### src/rtl/laser_point_cover.sv
// laser_point_cover
// Captures the 40-point target image streamed right after reset, then answers
// coverage queries: how many stored points lie within the radius of a candidate
// centre C and not within the radius of an optional exclusion centre E.
// One point is scanned per clock, so each query occupies the block for
// N_POINTS scan cycles plus one response cycle.

module laser_point_cover #(
    parameter int N_POINTS  = 40,
    parameter int COORD_W   = 4,
    parameter int RADIUS_SQ = 16
) (
    input  logic                              CLK,
    input  logic                              RST,
    input  logic [COORD_W-1:0]                X,
    input  logic [COORD_W-1:0]                Y,
    output logic                              load_done,
    input  logic                              q_valid,
    output logic                              q_ready,
    input  logic [COORD_W-1:0]                q_cx,
    input  logic [COORD_W-1:0]                q_cy,
    input  logic [COORD_W-1:0]                q_ex,
    input  logic [COORD_W-1:0]                q_ey,
    input  logic                              q_ex_en,
    output logic                              r_valid,
    output logic [$clog2(N_POINTS+1)-1:0]     r_count
);

    localparam int IDX_W = $clog2(N_POINTS);
    localparam int CNT_W = $clog2(N_POINTS + 1);
    localparam int SQ_W  = 2 * COORD_W;       // one squared difference
    localparam int SUM_W = 2 * COORD_W + 1;   // dx^2 + dy^2

    localparam logic [IDX_W-1:0] LAST_IDX  = IDX_W'(N_POINTS - 1);
    localparam logic [SUM_W-1:0] LIMIT_SQ  = SUM_W'(RADIUS_SQ);

    typedef enum logic [1:0] {
        LOAD = 2'd0,
        IDLE = 2'd1,
        SCAN = 2'd2,
        RESP = 2'd3
    } state_t;

    // Squared euclidean distance between a stored point and a centre.
    // Differences are taken one bit wider and signed, so 0 and 15 are
    // 15 apart; there is no wrap-around on the grid.
    function automatic logic [SUM_W-1:0] dist_sq(
        input logic [COORD_W-1:0] px,
        input logic [COORD_W-1:0] py,
        input logic [COORD_W-1:0] cx,
        input logic [COORD_W-1:0] cy
    );
        logic signed [COORD_W:0] dx;
        logic signed [COORD_W:0] dy;
        logic        [COORD_W:0] ax;
        logic        [COORD_W:0] ay;
        logic        [SQ_W-1:0]  sx;
        logic        [SQ_W-1:0]  sy;
        dx = $signed({1'b0, px}) - $signed({1'b0, cx});
        dy = $signed({1'b0, py}) - $signed({1'b0, cy});
        ax = (dx < 0) ? -dx : dx;
        ay = (dy < 0) ? -dy : dy;
        sx = SQ_W'(ax) * SQ_W'(ax);
        sy = SQ_W'(ay) * SQ_W'(ay);
        return SUM_W'(sx) + SUM_W'(sy);
    endfunction

    // ------------------------------------------------------------------
    // State and storage
    // ------------------------------------------------------------------
    state_t                     r_state;
    state_t                     w_next_state;

    logic [2*COORD_W-1:0]       r_buf [N_POINTS];
    logic [IDX_W-1:0]           r_idx;
    logic [CNT_W-1:0]           r_acc;

    logic [COORD_W-1:0]         r_cx;
    logic [COORD_W-1:0]         r_cy;
    logic [COORD_W-1:0]         r_ex;
    logic [COORD_W-1:0]         r_ey;
    logic                       r_ex_en;

    // ------------------------------------------------------------------
    // Scan datapath
    // ------------------------------------------------------------------
    logic [2*COORD_W-1:0]       w_point;
    logic [COORD_W-1:0]         w_px;
    logic [COORD_W-1:0]         w_py;
    logic                       w_in_c;
    logic                       w_in_e;
    logic                       w_covered;
    logic                       w_idx_last;
    logic                       w_accept;
    logic [CNT_W-1:0]           w_acc_next;

    assign w_point    = r_buf[r_idx];
    assign w_px       = w_point[2*COORD_W-1:COORD_W];
    assign w_py       = w_point[COORD_W-1:0];
    assign w_in_c     = dist_sq(w_px, w_py, r_cx, r_cy) <= LIMIT_SQ;
    assign w_in_e     = dist_sq(w_px, w_py, r_ex, r_ey) <= LIMIT_SQ;
    assign w_covered  = w_in_c && !(r_ex_en && w_in_e);
    assign w_idx_last = (r_idx == LAST_IDX);
    assign w_accept   = q_valid && (r_state == IDLE);
    assign w_acc_next = r_acc + CNT_W'(w_covered);

    // ------------------------------------------------------------------
    // FSM
    // ------------------------------------------------------------------

    // State register; reset always restarts the load.
    always_ff @(posedge CLK) begin
        // NOTE: state elements use non-blocking assignments so every flop
        // samples pre-edge values regardless of block evaluation order.
        if (RST) begin
            r_state <= LOAD;
        end else begin
            r_state <= w_next_state;
        end
    end

    // Next-state decode.
    always_comb begin
        // NOTE: default first, so no path through the case leaves the
        // output unassigned and infers a latch.
        w_next_state = r_state;
        case (r_state)
            LOAD:    if (w_idx_last) w_next_state = IDLE;
            IDLE:    if (q_valid)    w_next_state = SCAN;
            SCAN:    if (w_idx_last) w_next_state = RESP;
            RESP:                    w_next_state = IDLE;
            default:                 w_next_state = LOAD;
        endcase
    end

    // Handshake outputs are pure decodes of the state register, so q_ready
    // never depends combinationally on q_valid.
    always_comb begin
        load_done = (r_state != LOAD);
        q_ready   = (r_state == IDLE);
        r_valid   = (r_state == RESP);
    end

    // ------------------------------------------------------------------
    // Point buffer
    // ------------------------------------------------------------------

    // Capture one streamed point per cycle while loading.
    always_ff @(posedge CLK) begin
        // NOTE: the buffer has no reset; every entry is rewritten during
        // LOAD before it is read, and leaving it out keeps it mappable to RAM.
        if (!RST && (r_state == LOAD)) begin
            r_buf[r_idx] <= {X, Y};
        end
    end

    // ------------------------------------------------------------------
    // Index, accumulator, query latch and result
    // ------------------------------------------------------------------

    // Walk the buffer during load/scan, latch queries, accumulate coverage.
    always_ff @(posedge CLK) begin
        if (RST) begin
            r_idx   <= '0;
            r_acc   <= '0;
            r_count <= '0;
            r_cx    <= '0;
            r_cy    <= '0;
            r_ex    <= '0;
            r_ey    <= '0;
            r_ex_en <= 1'b0;
        end else begin
            case (r_state)
                LOAD: begin
                    r_idx <= w_idx_last ? '0 : r_idx + IDX_W'(1);
                end
                IDLE: begin
                    if (w_accept) begin
                        r_cx    <= q_cx;
                        r_cy    <= q_cy;
                        r_ex    <= q_ex;
                        r_ey    <= q_ey;
                        r_ex_en <= q_ex_en;
                        r_acc   <= '0;
                        r_idx   <= '0;
                    end
                end
                SCAN: begin
                    r_acc <= w_acc_next;
                    r_idx <= w_idx_last ? '0 : r_idx + IDX_W'(1);
                    // The last point's contribution is folded in directly.
                    if (w_idx_last) begin
                        r_count <= w_acc_next;
                    end
                end
                default: begin
                    // RESP: r_count holds until the next query completes.
                end
            endcase
        end
    end

endmodule
### config.mk
export PLATFORM = sky130hd
export DESIGN_NAME = laser_point_cover
export DESIGN_NICKNAME = d
export VERILOG_FILES = /design/src/rtl/laser_point_cover.sv
export SDC_FILE = /design/constraint.sdc
export NUM_CORES = 1
export LEC_CHECK = 0
export CORE_MARGIN = 2
export CORE_UTILIZATION = 38
export CTS_CLUSTER_DIAMETER = 200
export DETAILED_ROUTE_END_ITERATION = 16
export SYNTH_ARGS = -nofsm -noshare
export SYNTH_HDL_FRONTEND = slang
export SYNTH_SLANG_ARGS = --single-unit
export TNS_END_PERCENT = 5
### constraint.sdc
create_clock -name CLK -period 10.15 [get_ports CLK]
set_input_delay 2.5375 -clock CLK [delete_from_list [all_inputs] [get_ports CLK]]
set_output_delay 2.5375 -clock CLK [all_outputs]
set_load 0.1 [all_outputs]
==> out/results.ini, run 1 <==
[status]
status = complete, no violations

[clock_tree]
cts-hold-fix-buffers = 0
cts_resized = 0
cts-root-buf = clkbuf_16
clock_latency_ps = 570
cts_max_level = 2
cts.sinks = 363
numCtsBuffers = 40
cts_tree = done
ctsLongestPathBuffers = 3
cts_setup_buffers = 0
path_clk_slew_ps = 50

[timing]
fin_setup_tns_ps = 0
fin_crit_sh = 0.8665
fin_crit_ps = 8795
slew_headroom = 0.3426
final_max_slew_viol_count = 0
fin_skew_ps = 24.43
setup_violations = 0
hold_violations = 0
max_slew.worst_pin.slew_ps = 983.1
rsz0062_at_grt = false
max_freq_mhz = 113.7

[layout]
multi_input_area_sq_um = 6110
area_growth_pct = 13.74
fin_nets = 1383
drive_gt1_frac = 0.09553
ff_latch_area_sq_um = 10470
fillers = 3945
antenna-diode-count = 0

[critical_path]
r2r_cells = 38
startpoint_type = flop
crit_top_cell = ha_1
cp_max_fo = 12
arrival_ps = 9220
required_ps = 10570
critPathKind = flop to flop
max_stage_delay_ps = 660
timing.rr.end = r_acc[4]$_SDFFE_PP0P_
r2r_slack_ps = 1360
critPathSlowestCell = nor2b_2
worst_setup_path_end_kind = flop

[synth]
syn_nets = 1332
ys_types = 62
synth_common_cells = edfxtp_1, mux2i_1, nor2_1
synth.cell_area_sq_um = 17050
synth_most_common_cell = edfxtp_1
avgSynthCellArea_sq_um = 14.00
ys_ff_latch = 363
postSynthCellCount = 1218
synthTopCellsByArea = edfxtp_1, mux2i_1, dfxtp_1, ha_1, nor2_1
ys_seq_area_frac = 0.6140
synth_flop_cell = edfxtp_1
async_reset_ff_frac = 0
synth.top_cell.area_share = 0.5635
synth-edff-count = 320
synth_top_area_cell = edfxtp_1
yosysWarnings = 0

[grt]
grt_antenna_before_repair = 0
grt.busiest_layer = met2
grt_pass1_vias = 10120
grt_use_met2 = 0.2700
use_met1 = 0.2284
grt_pass1_wl_microns = 59870
use_met3 = 0.02607
grt_max_degree = 53
overflow = 0
grtUsageTotal = 0.1671

[die]
rows = 77
design.core.area_sq_um = 44220
die_height_microns = 215.8
die-area_sq_um = 46580
start_util = 0.3856
pin_count = 37
die_w_microns = 215.8

[worst_hold_path]
hp-class = flop to flop
whs_endpoint = r_cx[2]$_SDFFE_PP0P_
holdCritStartpoint = r_cx[2]$_SDFFE_PP0P_
min_path_cells = 2

[placement]
dp_hpwl_microns = 25530
place_congestion = 0.8611
portBuffers = 36

[route]
drc = 0
ant_nets = 0
wirelength_microns = 38640
vias_per_cell = 5.279
first_pass_iters = 5
num_vias = 9978
wire_per_inst_microns = 20.45
first_iter_violations = 926

[flow_run]
cap_violations = 0

-- stage by stage --
step / utilization / setup slack (ps) / cells / area (sq um) / hold slack (ps)
6_report: 0.4386 / 1355 / 1890 / 19390 / 456.2
5_1_grt: 0.4386 / 665.4 / 1890 / 19390 / 490.5
4_1_cts: 0.4386 / 1194 / 1890 / 19390 / 460.6
3_5_place_dp: 0.4097 / 1233 / 1819 / 18120 / 452.1
3_3_place_gp: 0.4097 / 1308 / 1819 / 18120 / 443.4
2_1_floorplan: - / 2688 / 1218 / 17050 / 431.6
-- worst max-delay path by stage --
stage	start	endpoint	slack (ps)	cells past startpoint
6_report	flop	r_acc[4]$_SDFFE_PP0P_	1360	38
5_1_grt	flop	r_count[4]$_SDFFE_PP0P_	670	38
4_1_cts	flop	r_acc[4]$_SDFFE_PP0P_	1190	38
3_5_place_dp	flop	r_acc[4]$_SDFFE_PP0P_	1230	38
3_3_place_gp	flop	r_acc[4]$_SDFFE_PP0P_	1310	38
2_1_floorplan	flop	r_acc[4]$_SDFFE_PP0P_	2690	34
-- worst max-delay path, delay by kind of cell (launching register included) --
| family | cells | cell delay, ps |
|---|---|---|
| xor+xnor | 3 | 720 |
| flops | 1 | 640 |
| compound gates | 9 | 1450 |
| simple gates | 13 | 2400 |
| fa+ha+maj | 9 | 2980 |
| buf+inv | 4 | 460 |
-- layout by cell type, fill, tap and decap left out, types with 5 or more instances in the layout --
| cell | instances |
|---|---|
| nor4_1 | 5 |
| ha_1 | 68 |
| mux2_2 | 9 |
| edfxtp_1 | 320 |
| nand2_1 | 70 |
| buf_4 | 21 |
| nor2b_1 | 11 |
| nor2_1 | 96 |
| inv_1 | 61 |
| clkbuf_1 | 16 |
| a21o_1 | 8 |
| a31oi_1 | 8 |
| nand3_1 | 10 |
| xnor2_1 | 27 |
| a22oi_1 | 27 |
| a21oi_1 | 58 |
| nor3_1 | 12 |
| mux2i_1 | 135 |
| clkbuf_16 | 40 |
| and2_1 | 7 |
| dfxtp_1 | 42 |
| clkdlybuf4s50_1 | 36 |
| nand2b_1 | 9 |
| o41ai_1 | 6 |
| o22ai_1 | 11 |
| mux4_2 | 16 |
| a221oi_1 | 21 |
| fa_1 | 18 |
| a211oi_1 | 9 |
| a22o_1 | 20 |
| or3_1 | 11 |
-- routing by layer --
metal / routed length (microns) / part of all wire
met4: 1195 / 0.031
met3: 2136 / 0.055
met1: 17060 / 0.44
met5: 0 / 0
met2: 18260 / 0.47
-- registers in the layout, indices dropped and copies added, names as in the netlist, 4 cells and up, named ones only --
name / flops
r_count: 6
r_ey: 4
r_cy: 4
r_cx: 4
r_idx: 6
r_buf: 320
r_ex: 4
r_acc: 6
-- cell type report --
cell class,count,area share
multi-input cells,742,0.3150
inverters,63,0.01219
clock inverters,15,0.01110
clock buffers,56,0.05471
repair buffers,59,0.02877
well taps,592,0.03819
flip-flops and latches,363,0.5400
-- cell families after synthesis --
family / count (synthesis) / share of synthesized area
XOR/XNOR: 32 / 0.01886
buffers and inverters: 113 / 0.02847
adder cells (fa/ha/maj): 86 / 0.07103
AO/OA/AOI/OAI: 205 / 0.08937
AND/OR/NAND/NOR: 256 / 0.06934
multiplexers: 163 / 0.1090
flip-flops: 363 / 0.6140
Power of run 1 is not shown: default switching activity piles up to over one toggle a cycle in this logic, so the estimate is an artifact.
==> inputs of run 2 (changes only) <==
- CAP_MARGIN: not set -> 40
==> out/results.ini, run 2 (synthesized netlist as in run 1, its figures left out) <==
[status]
status = complete, no violations  ; unchanged

[route]
top_layer_used = met4  ; unchanged
wire_per_inst_microns = 20.39  ; was 20.45 microns
vias_per_cell = 5.306  ; was 5.279
wirelength_microns = 38760  ; was 38640 microns
drc = 0  ; unchanged
first_pass_iters = 5  ; unchanged
wl_met2_microns = 18170  ; was 18260 microns
ant_nets = 0  ; unchanged
m1WireLength_microns = 17120  ; was 17060 microns
wl_met3_microns = 2284  ; was 2136 microns
num_vias = 10090  ; was 9978
first_iter_violations = 842  ; was 926

[timing]
fin_setup_tns_ps = 0  ; unchanged
max_freq_mhz = 113.2  ; was 113.7 MHz
final_max_slew_viol_count = 0  ; unchanged
max_slew.worst_pin.slew_ps = 871.8  ; was 983.1 ps
fin_skew_ps = 23.14  ; was 24.43 ps
fin_crit_sh = 0.8702  ; was 0.8665
slew_headroom = 0.4138  ; was 0.3426
fin_crit_ps = 8833  ; was 8795 ps
hold_violations = 0  ; unchanged
setup_violations = 0  ; unchanged
rsz0062_at_grt = false  ; unchanged

[worst_hold_path]
min_path_cells = 2  ; unchanged
holdCritStartpoint = r_ey[2]$_SDFFE_PP0P_  ; was r_cx[2]$_SDFFE_PP0P_
hp-class = flop to flop  ; unchanged
whs_endpoint = r_ey[2]$_SDFFE_PP0P_  ; was r_cx[2]$_SDFFE_PP0P_

[critical_path]
startpoint_type = flop  ; unchanged
cp_max_fo = 16  ; was 12
crit_top_cell = ha_1  ; unchanged
r2r_slack_ps = 1320  ; was 1360 ps
timing.rr.end = r_acc[4]$_SDFFE_PP0P_  ; unchanged
r2r_cells = 37  ; was 38
max_stage_delay_ps = 790  ; was 660 ps
critPathKind = flop to flop  ; unchanged
required_ps = 10570  ; about the same
critPathSlowestCell = and2_1  ; was nor2b_2
worst_setup_path_end_kind = flop  ; unchanged
arrival_ps = 9260  ; was 9220 ps

[clock_tree]
clock_latency_ps = 570  ; about the same
path_clk_slew_ps = 60  ; was 50 ps
cts-hold-fix-buffers = 0  ; unchanged
ctsLongestPathBuffers = 3  ; unchanged
cts_setup_buffers = 0  ; unchanged
cts_tree = done  ; unchanged
cts.sinks = 363  ; unchanged
cts-root-buf = clkbuf_16  ; unchanged
cts_resized = 0  ; unchanged
numCtsBuffers = 40  ; unchanged
cts_max_level = 2  ; unchanged

[die]
pin_count = 37  ; unchanged
die_w_microns = 215.8  ; unchanged
start_util = 0.3856  ; unchanged
die-area_sq_um = 46580  ; unchanged
die_height_microns = 215.8  ; unchanged
rows = 77  ; unchanged
design.core.area_sq_um = 44220  ; unchanged

[layout]
largest_reg_flops = 320  ; unchanged
final_common_cell = edfxtp_1  ; unchanged
mostFrequentLayoutCells = edfxtp_1, mux2i_1, nor2_1  ; unchanged
largest-register = r_buf  ; unchanged
area_growth_pct = 14.99  ; was 13.74%
drive_gt1_frac = 0.1062  ; was 0.09553
fin_nets = 1392  ; was 1383
antenna-diode-count = 0  ; unchanged

[grt]
overflow = 0  ; unchanged
grt_pass1_vias = 10130  ; was 10120
grt_max_degree = 53  ; unchanged
grt_antenna_before_repair = 0  ; unchanged
grt_pass1_wl_microns = 60010  ; was 59870 microns
grtUsageTotal = 0.1676  ; was 0.1671

[flow_run]
cap_violations = 0  ; unchanged

[placement]
place_congestion = 0.8611  ; unchanged
portBuffers = 36  ; unchanged
dp_hpwl_microns = 25610  ; was 25530 microns

[run 2: cell types whose count changed in the layout (fill, tap and decap cells not counted), sizes merged]
cell      previous run  this run
clkbuf              56        50
clkinv               8        16
buf                 23        32
clkinvlp             2         1
bufinv               4         5
[run 2: worst max-delay path by stage]
stage / start / endpoint / slack [ps]
6_report: flop / r_acc[4]$_SDFFE_PP0P_ / 1320
5_1_grt: flop / r_count[4]$_SDFFE_PP0P_ / 600
4_1_cts: flop / r_acc[4]$_SDFFE_PP0P_ / 1180
3_5_place_dp: flop / r_acc[4]$_SDFFE_PP0P_ / 1230
3_3_place_gp: flop / r_acc[4]$_SDFFE_PP0P_ / 1310
2_1_floorplan: flop / r_acc[4]$_SDFFE_PP0P_ / 2690
[run 2: layout make-up]
| class | instances | area, sq um |
|---|---|---|
| clock buffers | 50 | 1070 |
| clock inverters | 23 | 272.8 |
| fillers | 3948 | 24610 |
| inverters | 63 | 236.5 |
| multi-input cells | 742 | 6110 |
| flip-flops and latches | 363 | 10470 |
| well taps | 592 | 740.7 |
| repair buffers | 68 | 705.7 |
[run 2: critical path: cells and delay by family, from the launching register on]
kind	cells	cell delay [ps]
xor+xnor	3	660
simple gates	13	2680
fa+ha+maj	9	2840
flops	1	650
compound gates	9	1730
buf+inv	3	130
[run 2: per-stage QoR]
stage,std cells,area [sq um],setup slack (ps),util,hold slack [ps]
5_1_grt,1901,19610,603.3,0.4434,477.5
6_report,1901,19610,1317,0.4434,455.4
2_1_floorplan,1218,17050,2688,-,431.6
3_3_place_gp,1819,18120,1308,0.4097,443.4
3_5_place_dp,1828,18270,1232,0.4131,451.8
4_1_cts,1901,19610,1177,0.4434,459.9
[run 2: metal layers]
| metal | GRT usage | vias to the layer above |
|---|---|---|
| met3 | 0.02932 | 68 |
| li1 | - | 4741 |
| met5 | 0 | - |
| met2 | 0.2704 | 290 |
| met4 | 0.05862 | 0 |
| met1 | 0.2283 | 4988 |
Power of run 2 is left out for the same reason.
